[src/rtl/param_universal_shreg_if.sv]
// Control/data bundle for param_universal_shreg; the cout status line exists only
// when the design is built with USR_STATUS_EN defined.
interface param_universal_shreg_if #(
    parameter int WIDTH = 8
);
    localparam int AMT_W = $clog2(WIDTH);

    logic             en;
    logic [2:0]       mode;
    logic [AMT_W-1:0] amt;
    logic [WIDTH-1:0] din;
    logic             sin_r;
    logic             sin_l;
    logic [WIDTH-1:0] dout;
    logic             sout_r;
    logic             sout_l;
`ifdef USR_STATUS_EN
    logic             cout;
`endif

    modport master (
        output en, mode, amt, din, sin_r, sin_l,
`ifdef USR_STATUS_EN
        input  cout,
`endif
        input  dout, sout_r, sout_l
    );

    modport slave (
        input  en, mode, amt, din, sin_r, sin_l,
`ifdef USR_STATUS_EN
        output cout,
`endif
        output dout, sout_r, sout_l
    );
endinterface

[src/rtl/param_universal_shreg.sv]
// Parametrised universal shift register: barrel shift/rotate by 0..WIDTH-1 per cycle.
// Optional carry-out status register enabled by defining USR_STATUS_EN.
module param_universal_shreg #(
    parameter int               WIDTH   = 8,
    parameter logic [WIDTH-1:0] RST_VAL = '0
) (
    input logic                    clk,
    input logic                    rst,
    param_universal_shreg_if.slave bus
);
    localparam int AMT_W = $clog2(WIDTH);

    typedef enum logic [2:0] {
        M_HOLD = 3'b000,
        M_SHR  = 3'b001,
        M_SHL  = 3'b010,
        M_LOAD = 3'b011,
        M_ROR  = 3'b100,
        M_ROL  = 3'b101,
        M_ASR  = 3'b110,
        M_CLR  = 3'b111
    } mode_e;

    function automatic logic [WIDTH-1:0] shr_fill(input logic [WIDTH-1:0] q,
                                                  input logic [AMT_W-1:0] n,
                                                  input logic             fill);
        logic [WIDTH-1:0] mask;
        mask = ~({WIDTH{1'b1}} >> n);
        return (q >> n) | (fill ? mask : '0);
    endfunction

    function automatic logic [WIDTH-1:0] shl_fill(input logic [WIDTH-1:0] q,
                                                  input logic [AMT_W-1:0] n,
                                                  input logic             fill);
        logic [WIDTH-1:0] mask;
        mask = ~({WIDTH{1'b1}} << n);
        return (q << n) | (fill ? mask : '0);
    endfunction

    function automatic logic [WIDTH-1:0] shr_arith(input logic [WIDTH-1:0] q,
                                                   input logic [AMT_W-1:0] n);
        logic signed [WIDTH-1:0] sq;
        logic signed [WIDTH-1:0] r;
        sq = signed'(q);
        r  = sq >>> n;
        return unsigned'(r);
    endfunction

    // Rotations use a doubled copy so the wrapped bits fall into the kept half.
    function automatic logic [WIDTH-1:0] rot_r(input logic [WIDTH-1:0] q,
                                               input logic [AMT_W-1:0] n);
        logic [2*WIDTH-1:0] d;
        d = {q, q} >> n;
        return d[WIDTH-1:0];
    endfunction

    function automatic logic [WIDTH-1:0] rot_l(input logic [WIDTH-1:0] q,
                                               input logic [AMT_W-1:0] n);
        logic [2*WIDTH-1:0] d;
        d = {q, q} << n;
        return d[2*WIDTH-1:WIDTH];
    endfunction

    logic [WIDTH-1:0] q;
    logic [WIDTH-1:0] q_next;
    mode_e            mode;

    assign mode = mode_e'(bus.mode);

    always_comb begin
        q_next = q;
        case (mode)
            M_HOLD:  q_next = q;
            M_SHR:   q_next = shr_fill(q, bus.amt, bus.sin_r);
            M_SHL:   q_next = shl_fill(q, bus.amt, bus.sin_l);
            M_LOAD:  q_next = bus.din;
            M_ROR:   q_next = rot_r(q, bus.amt);
            M_ROL:   q_next = rot_l(q, bus.amt);
            M_ASR:   q_next = shr_arith(q, bus.amt);
            M_CLR:   q_next = '0;
            default: q_next = q;
        endcase
    end

    always_ff @(posedge clk) begin
        if (rst) begin
            q <= RST_VAL;
        end else if (bus.en) begin
            q <= q_next;
        end
    end

    assign bus.dout   = q;
    assign bus.sout_r = q[0];
    assign bus.sout_l = q[WIDTH-1];

`ifdef USR_STATUS_EN
    logic             c;
    logic             c_next;
    logic [AMT_W-1:0] idx_lo;
    logic [AMT_W-1:0] idx_hi;

    // Modulo-WIDTH arithmetic: idx_hi equals WIDTH-amt for every non-zero amt.
    assign idx_lo = bus.amt - AMT_W'(1);
    assign idx_hi = AMT_W'(0) - bus.amt;

    always_comb begin
        c_next = c;
        if (bus.amt != '0) begin
            case (mode)
                M_SHR, M_ASR, M_ROR: c_next = q[idx_lo];
                M_SHL, M_ROL:        c_next = q[idx_hi];
                default:             c_next = c;
            endcase
        end
    end

    always_ff @(posedge clk) begin
        if (rst) begin
            c <= 1'b0;
        end else if (bus.en) begin
            c <= c_next;
        end
    end

    assign bus.cout = c;
`endif
endmodule
[src/flat_wrapper.sv]
// flat-port wrapper written by rule: the top's interface ports become plain ports
module param_universal_shreg_flat 
#(
    parameter int               WIDTH   = 8,
    parameter logic [WIDTH-1:0] RST_VAL = '0
)
  (clk, rst, bus_en, bus_mode, bus_amt, bus_din, bus_sin_r, bus_sin_l, bus_dout, bus_sout_r, bus_sout_l);
  param_universal_shreg_if #(.WIDTH(WIDTH)) bus_i ();
  input logic clk;
  input logic rst;
  input wire logic [$bits(bus_i.en)-1:0] bus_en;
  input wire logic [$bits(bus_i.mode)-1:0] bus_mode;
  input wire logic [$bits(bus_i.amt)-1:0] bus_amt;
  input wire logic [$bits(bus_i.din)-1:0] bus_din;
  input wire logic [$bits(bus_i.sin_r)-1:0] bus_sin_r;
  input wire logic [$bits(bus_i.sin_l)-1:0] bus_sin_l;
  output wire logic [$bits(bus_i.dout)-1:0] bus_dout;
  output wire logic [$bits(bus_i.sout_r)-1:0] bus_sout_r;
  output wire logic [$bits(bus_i.sout_l)-1:0] bus_sout_l;
  assign bus_i.en = bus_en;
  assign bus_i.mode = bus_mode;
  assign bus_i.amt = bus_amt;
  assign bus_i.din = bus_din;
  assign bus_i.sin_r = bus_sin_r;
  assign bus_i.sin_l = bus_sin_l;
  assign bus_dout = bus_i.dout;
  assign bus_sout_r = bus_i.sout_r;
  assign bus_sout_l = bus_i.sout_l;
  param_universal_shreg #(.WIDTH(WIDTH), .RST_VAL(RST_VAL)) u_core (.clk(clk), .rst(rst), .bus(bus_i));
endmodule
[config.mk]
export PLATFORM = sky130hd
export DESIGN_NAME = param_universal_shreg_flat
export DESIGN_NICKNAME = d
export VERILOG_FILES = /design/src/rtl/param_universal_shreg_if.sv /design/src/rtl/param_universal_shreg.sv /design/src/flat_wrapper.sv
export SDC_FILE = /design/constraint.sdc
export NUM_CORES = 1
export LEC_CHECK = 0
export BUFFER_PORTS_ARGS = -buffer_cell sky130_fd_sc_hd__buf_2
export CORE_ASPECT_RATIO = 0.5
export CORE_MARGIN = 4
export CORE_UTILIZATION = 60
export CTS_CLUSTER_DIAMETER = 40
export DETAILED_ROUTE_END_ITERATION = 10
export PLACE_DENSITY = 0.85
export SKIP_LAST_GASP = 1
export SLEW_MARGIN = 20
export SYNTH_ARGS = -nofsm -noshare
export SYNTH_HDL_FRONTEND = slang
export SYNTH_SLANG_ARGS = --single-unit
[constraint.sdc]
create_clock -name clk -period 4.9 [get_ports clk]
set_input_delay 0.735 -clock clk [delete_from_list [all_inputs] [get_ports clk]]
set_output_delay 0.735 -clock clk [all_outputs]
set_load 0.02 [all_outputs]
[Word level (Yosys, flattened, before mapping)]
Index checks and enable logic that the tools add are counted.
Word-level totals
  bits in registers: 8
  input port bits: 19
  output and inout port bits: 10
  word-level logic and storage cells: 25
Cells by class
  equal/unequal tests: 7
  shifts and indexed selects: 7
  mux-type cells: 3
  bitwise operators: 5
  reduce and logical (&&, ||, !) cells: 2
Operator list (count)
  $pmux W8 S7: 1
  $mux W8: 2
  $not A8 Y8: 2
  $or A8 B8 Y8: 2
  $shl A16 B3 Y16: 1
  $shr A16 B3 Y8: 1
  $eq A3 B3 Y1 const B: 4
  $shl A8 B3 Y8: 1
  $shl A8 B3 Y8 const A: 1
  $shr A8 B3 Y8: 1
  $shr A8 B3 Y8 const A: 1
  $sshr A8 B3 Y8: 1
  $eq A3 B2 Y1 const B: 2
  $eq A3 B1 Y1 const B: 1
  $logic_not A3 Y1: 1
  $reduce_and A2 Y1: 1
  $not A1 Y1: 1

[Longest topological paths before layout]
  depth after elaboration: 5
  depth in mapped cells: 8
  mapped depth without buffers: 5

[Worst setup path before layout]
Ideal clock, no wire load.
  path type: input-to-reg
  start point: input bus_amt[1]
  end point: register u_core.q[4] (netlist: u_core.bus.dout[4])
  setup time: 120 ps
  arrival: 2018 ps
  required time: 4780 ps
  slack: 2762 ps
  stages on the path: 6
  path buffers: 1
  cell sequence: buf_6 > nor2_1 > mux2_2 > a221oi_1 > o21ai_0 > o31a_1
Between the ends
  cells in the longest elaborated chain, start to end: 5
  elaborated cells on any way between the ends: 14
  those cells by class: 7 x shift; 3 x mux; 4 x bitwise
Ends and longest elaborated chain
  start: declaration: line flat_wrapper.sv:13  | input wire logic [$bits(bus_i.amt)-1:0] bus_amt;
  $shl A8 B3 Y8 / $shr A8 B3 Y8 (equally long branches): line param_universal_shreg.sv:36, param_universal_shreg.sv:28
  $not A8 Y8 (on tied branches): line param_universal_shreg.sv:36, param_universal_shreg.sv:28
  $mux W8 (on tied branches): line param_universal_shreg.sv:37, param_universal_shreg.sv:29
  $or A8 B8 Y8 (on tied branches): line param_universal_shreg.sv:37, param_universal_shreg.sv:29
  $pmux W8 S7 (*): line param_universal_shreg.sv:72  | case (mode)
  end signal: assignment: line param_universal_shreg.sv:89  | q <= q_next;
  end: declaration: line param_universal_shreg.sv:64  | logic [WIDTH-1:0] q;
Every way passes the cells marked *; elsewhere a longest branch is shown, timed or not.
A chain may end at the register's enable or synchronous reset.

[Worst setup path after layout]
  start point: input bus_amt[0]
  end point: register u_core.q[3] (netlist: u_core.bus.dout[3])
Same word-level chain as after synthesis.

==> flow_metrics.tcl <==
set metrics [dict create \
    post_route_cells_drive_above_1_share_pct 21.3 \
    final_area_sq_mm 0.00176 \
    wire_per_inst_um 21.0 \
    die_h_um 45.4 \
    synth_area_leader_cell "dfxtp_1" \
    ir_worst_vdd_mv 0.0927 \
    core.rowCount 13 \
    final.period_utilization_pct 52.4 \
    syn-instance-count 242 \
    synth_seq_area_share_pct 9.53 \
    path_clk_slew_ns 0.05 \
    critPathMaxFanout 29 \
    status "finished clean" \
    min_period_ns 2.57 \
    grt_pass1_wl_um 9490 \
    clk_latency_ns 0.24 \
    ys_ff_latch 8 \
    synth_common_cells "nand2_1, nor2_1, o21ai_0, mux2i_1, a21oi_1" \
    cts.sinks 8 \
    cp-start-kind "input pin" \
    avgSynthCellArea_sq_um 6.94 \
    arrival_ns 2.66 \
    vias 2068 \
    core_sq_mm 0.00264 \
    nFillCells 226 \
    placed_area_sq_mm 0.00172 \
    yosysWarnings 0 \
    synth_edf_count 0 \
    syn-num-nets 261 \
    worstMarginPinSlew_ns 0.707 \
    min_path_type "register to register" \
    end_kind "register" \
    timing.fmax_ghz 0.390 \
    dp_hpwl_um 4120 \
    postCtsSetupRepairBufs 0 \
    overflow 0 \
    max-cap-violations 0 \
    synth_flop_cell "dfxtp_1" \
    multi_input_area_sq_mm 0.00135 \
    p_leak_nw 0.696 \
    crit_required_ns 4.99 \
    diodes 0 \
    rsz0062_at_grt "false" \
    area_growth_pct 4.99 \
    drt-initial-drc-count 376 \
    clk_path_buf_depth 2 \
    hold_viol 0 \
    ctsHoldBuffers 0 \
    skew_ns 0.00339 \
    cts-resized-gates 0 \
    cts_htree_levels 1 \
    synth_top_area_share_pct 9.53 \
    largest_reg_flops 8 \
    antenna_found_initial 0 \
    grt_max_degree 37 \
    path_class "input pin to register" \
    boundaryPins 29 \
    cts_buffers 3 \
    routed_wl_um 6010 \
    tns_ns 0 \
    grt_pass1_vias 1832 \
    dr.pass1.iters 5 \
    cts_tree "yes" \
    finalMaxSlewViolations 0 \
    drc 0 \
    syn_area_sq_mm 0.00168 \
    yosysMostFrequentCell "nand2_1" \
    gp_congestion 1.01 \
    root_buffer "clkbuf_8" \
    slew_headroom_pct 52.8 \
    power_density_mw_per_mm2 176 \
    grt_usage_pct 32.2 \
    die_w_um 82.8 \
    ant_nets 0 \
    async_flop_share_pct 0 \
    start_util_pct 63.8 \
    nets 270 \
    vias_per_cell 7.23 \
    numPortBuffers 28 \
    die_area_sq_mm 0.00376 \
    synth_area_leaders "dfxtp_1, mux2i_1, mux2_2, nand2_1, nor2_1" \
    regArea_sq_um 160 \
    setup-violations-final 0 \
    synth_cell_types 53 \
]
## cells by family (layout without fill, tap and decap cells)
logic type | count (synthesis) | after routing | synth area share [%]
buffers and inverters | 30 | 37 | 9.90
AND/OR/NAND/NOR | 94 | 94 | 26.1
AO/OA/AOI/OAI | 77 | 77 | 30.9
multiplexers | 33 | 33 | 23.6
flip-flops | 8 | 8 | 9.53
## stage by stage
stage                     std cells  utilization [%]  setup WS (ns)  total power, mW  hold slack (ns)
after global placement          283             65.4           2.19            0.216            0.594
after floorplan                 242                -           2.76            0.185            0.624
after detailed placement        283             65.4           2.17            0.218            0.618
after global routing            286             67.0           2.29            0.323            0.675
final                           286             67.0           2.33            0.311            0.652
after CTS                       286             67.0           2.42            0.305            0.633
## layout by cell type (no fill, tap or decap), types with 2 or more instances in the layout
| cell | Yosys | final |
|---|---|---|
| clkbuf_8 | 0 | 3 |
| mux2i_1 | 16 | 16 |
| a31oi_1 | 7 | 7 |
| a2111oi_0 | 4 | 4 |
| mux4_2 | 3 | 3 |
| o22ai_1 | 2 | 2 |
| nand2b_1 | 4 | 4 |
| nor2_1 | 28 | 28 |
| nor2b_1 | 3 | 3 |
| mux2_4 | 3 | 3 |
| nand3_1 | 7 | 7 |
| inv_1 | 4 | 4 |
| and3_1 | 2 | 2 |
| buf_2 | 10 | 28 |
| o211ai_1 | 2 | 2 |
| and2_1 | 2 | 2 |
| a211oi_1 | 5 | 5 |
| dfxtp_1 | 8 | 8 |
| mux2_2 | 11 | 11 |
| o21ai_0 | 19 | 19 |
| a221oi_1 | 3 | 3 |
| a21oi_1 | 15 | 15 |
| or3_1 | 2 | 2 |
| or2_2 | 2 | 2 |
| o2111ai_1 | 2 | 2 |
| nor3_1 | 8 | 8 |
| nand2_1 | 30 | 30 |
| a22oi_1 | 2 | 2 |
| o31a_1 | 3 | 3 |
## final timing paths
kind | startpoint | end | slack [ns] | cells after the start
worst max-delay path | bus_amt[0] | u_core.bus.dout[3]$_SDFFE_PP0P_ | 2.33 | 6
worst min-delay path | u_core.bus.dout[3]$_SDFFE_PP0P_ | u_core.bus.dout[3]$_SDFFE_PP0P_ | 0.65 | 2
worst max register to register | u_core.bus.dout[7]$_SDFFE_PP0P_ | u_core.bus.dout[4]$_SDFFE_PP0P_ | 2.96 | 5
worst min register to register | u_core.bus.dout[3]$_SDFFE_PP0P_ | u_core.bus.dout[3]$_SDFFE_PP0P_ | 0.65 | 2
## worst max-delay path, stage by stage
cell       delay [ns]
buf_2            0.54
mux2_2           0.45
nand2_1          0.07
o21ai_0          0.13
a2111oi_0        0.56
a2111oi_1        0.16
## routing by layer
| layer | part of all wire [%] | up-vias | GRT usage (%) |
|---|---|---|---|
| li1 | - | 923 | - |
| met1 | 42 | 929 | 45.6 |
| met2 | 40 | 188 | 49.0 |
| met3 | 16 | 28 | 10.5 |
| met4 | 2.3 | 0 | 4.89 |
| met5 | 0 | - | 0 |
## area by class of cell
type | instances | area share (%)
well taps | 37 | 2.62
repair buffers | 28 | 7.94
clock buffers | 3 | 2.34
flip-flops and latches | 8 | 9.08
multi-input cells | 204 | 76.7
inverters | 6 | 1.28
## where the power goes
part / internal (mW) / switching (mW) / total (mW) / leakage [nW]
registers: 0.0697 / 0.0142 / 0.0838 / 0.0657
logic: 0.0539 / 0.0862 / 0.140 / 0.609
clock network: 0.0539 / 0.0329 / 0.0868 / 0.0216
Note: power is estimated with default switching activity, not from simulation.
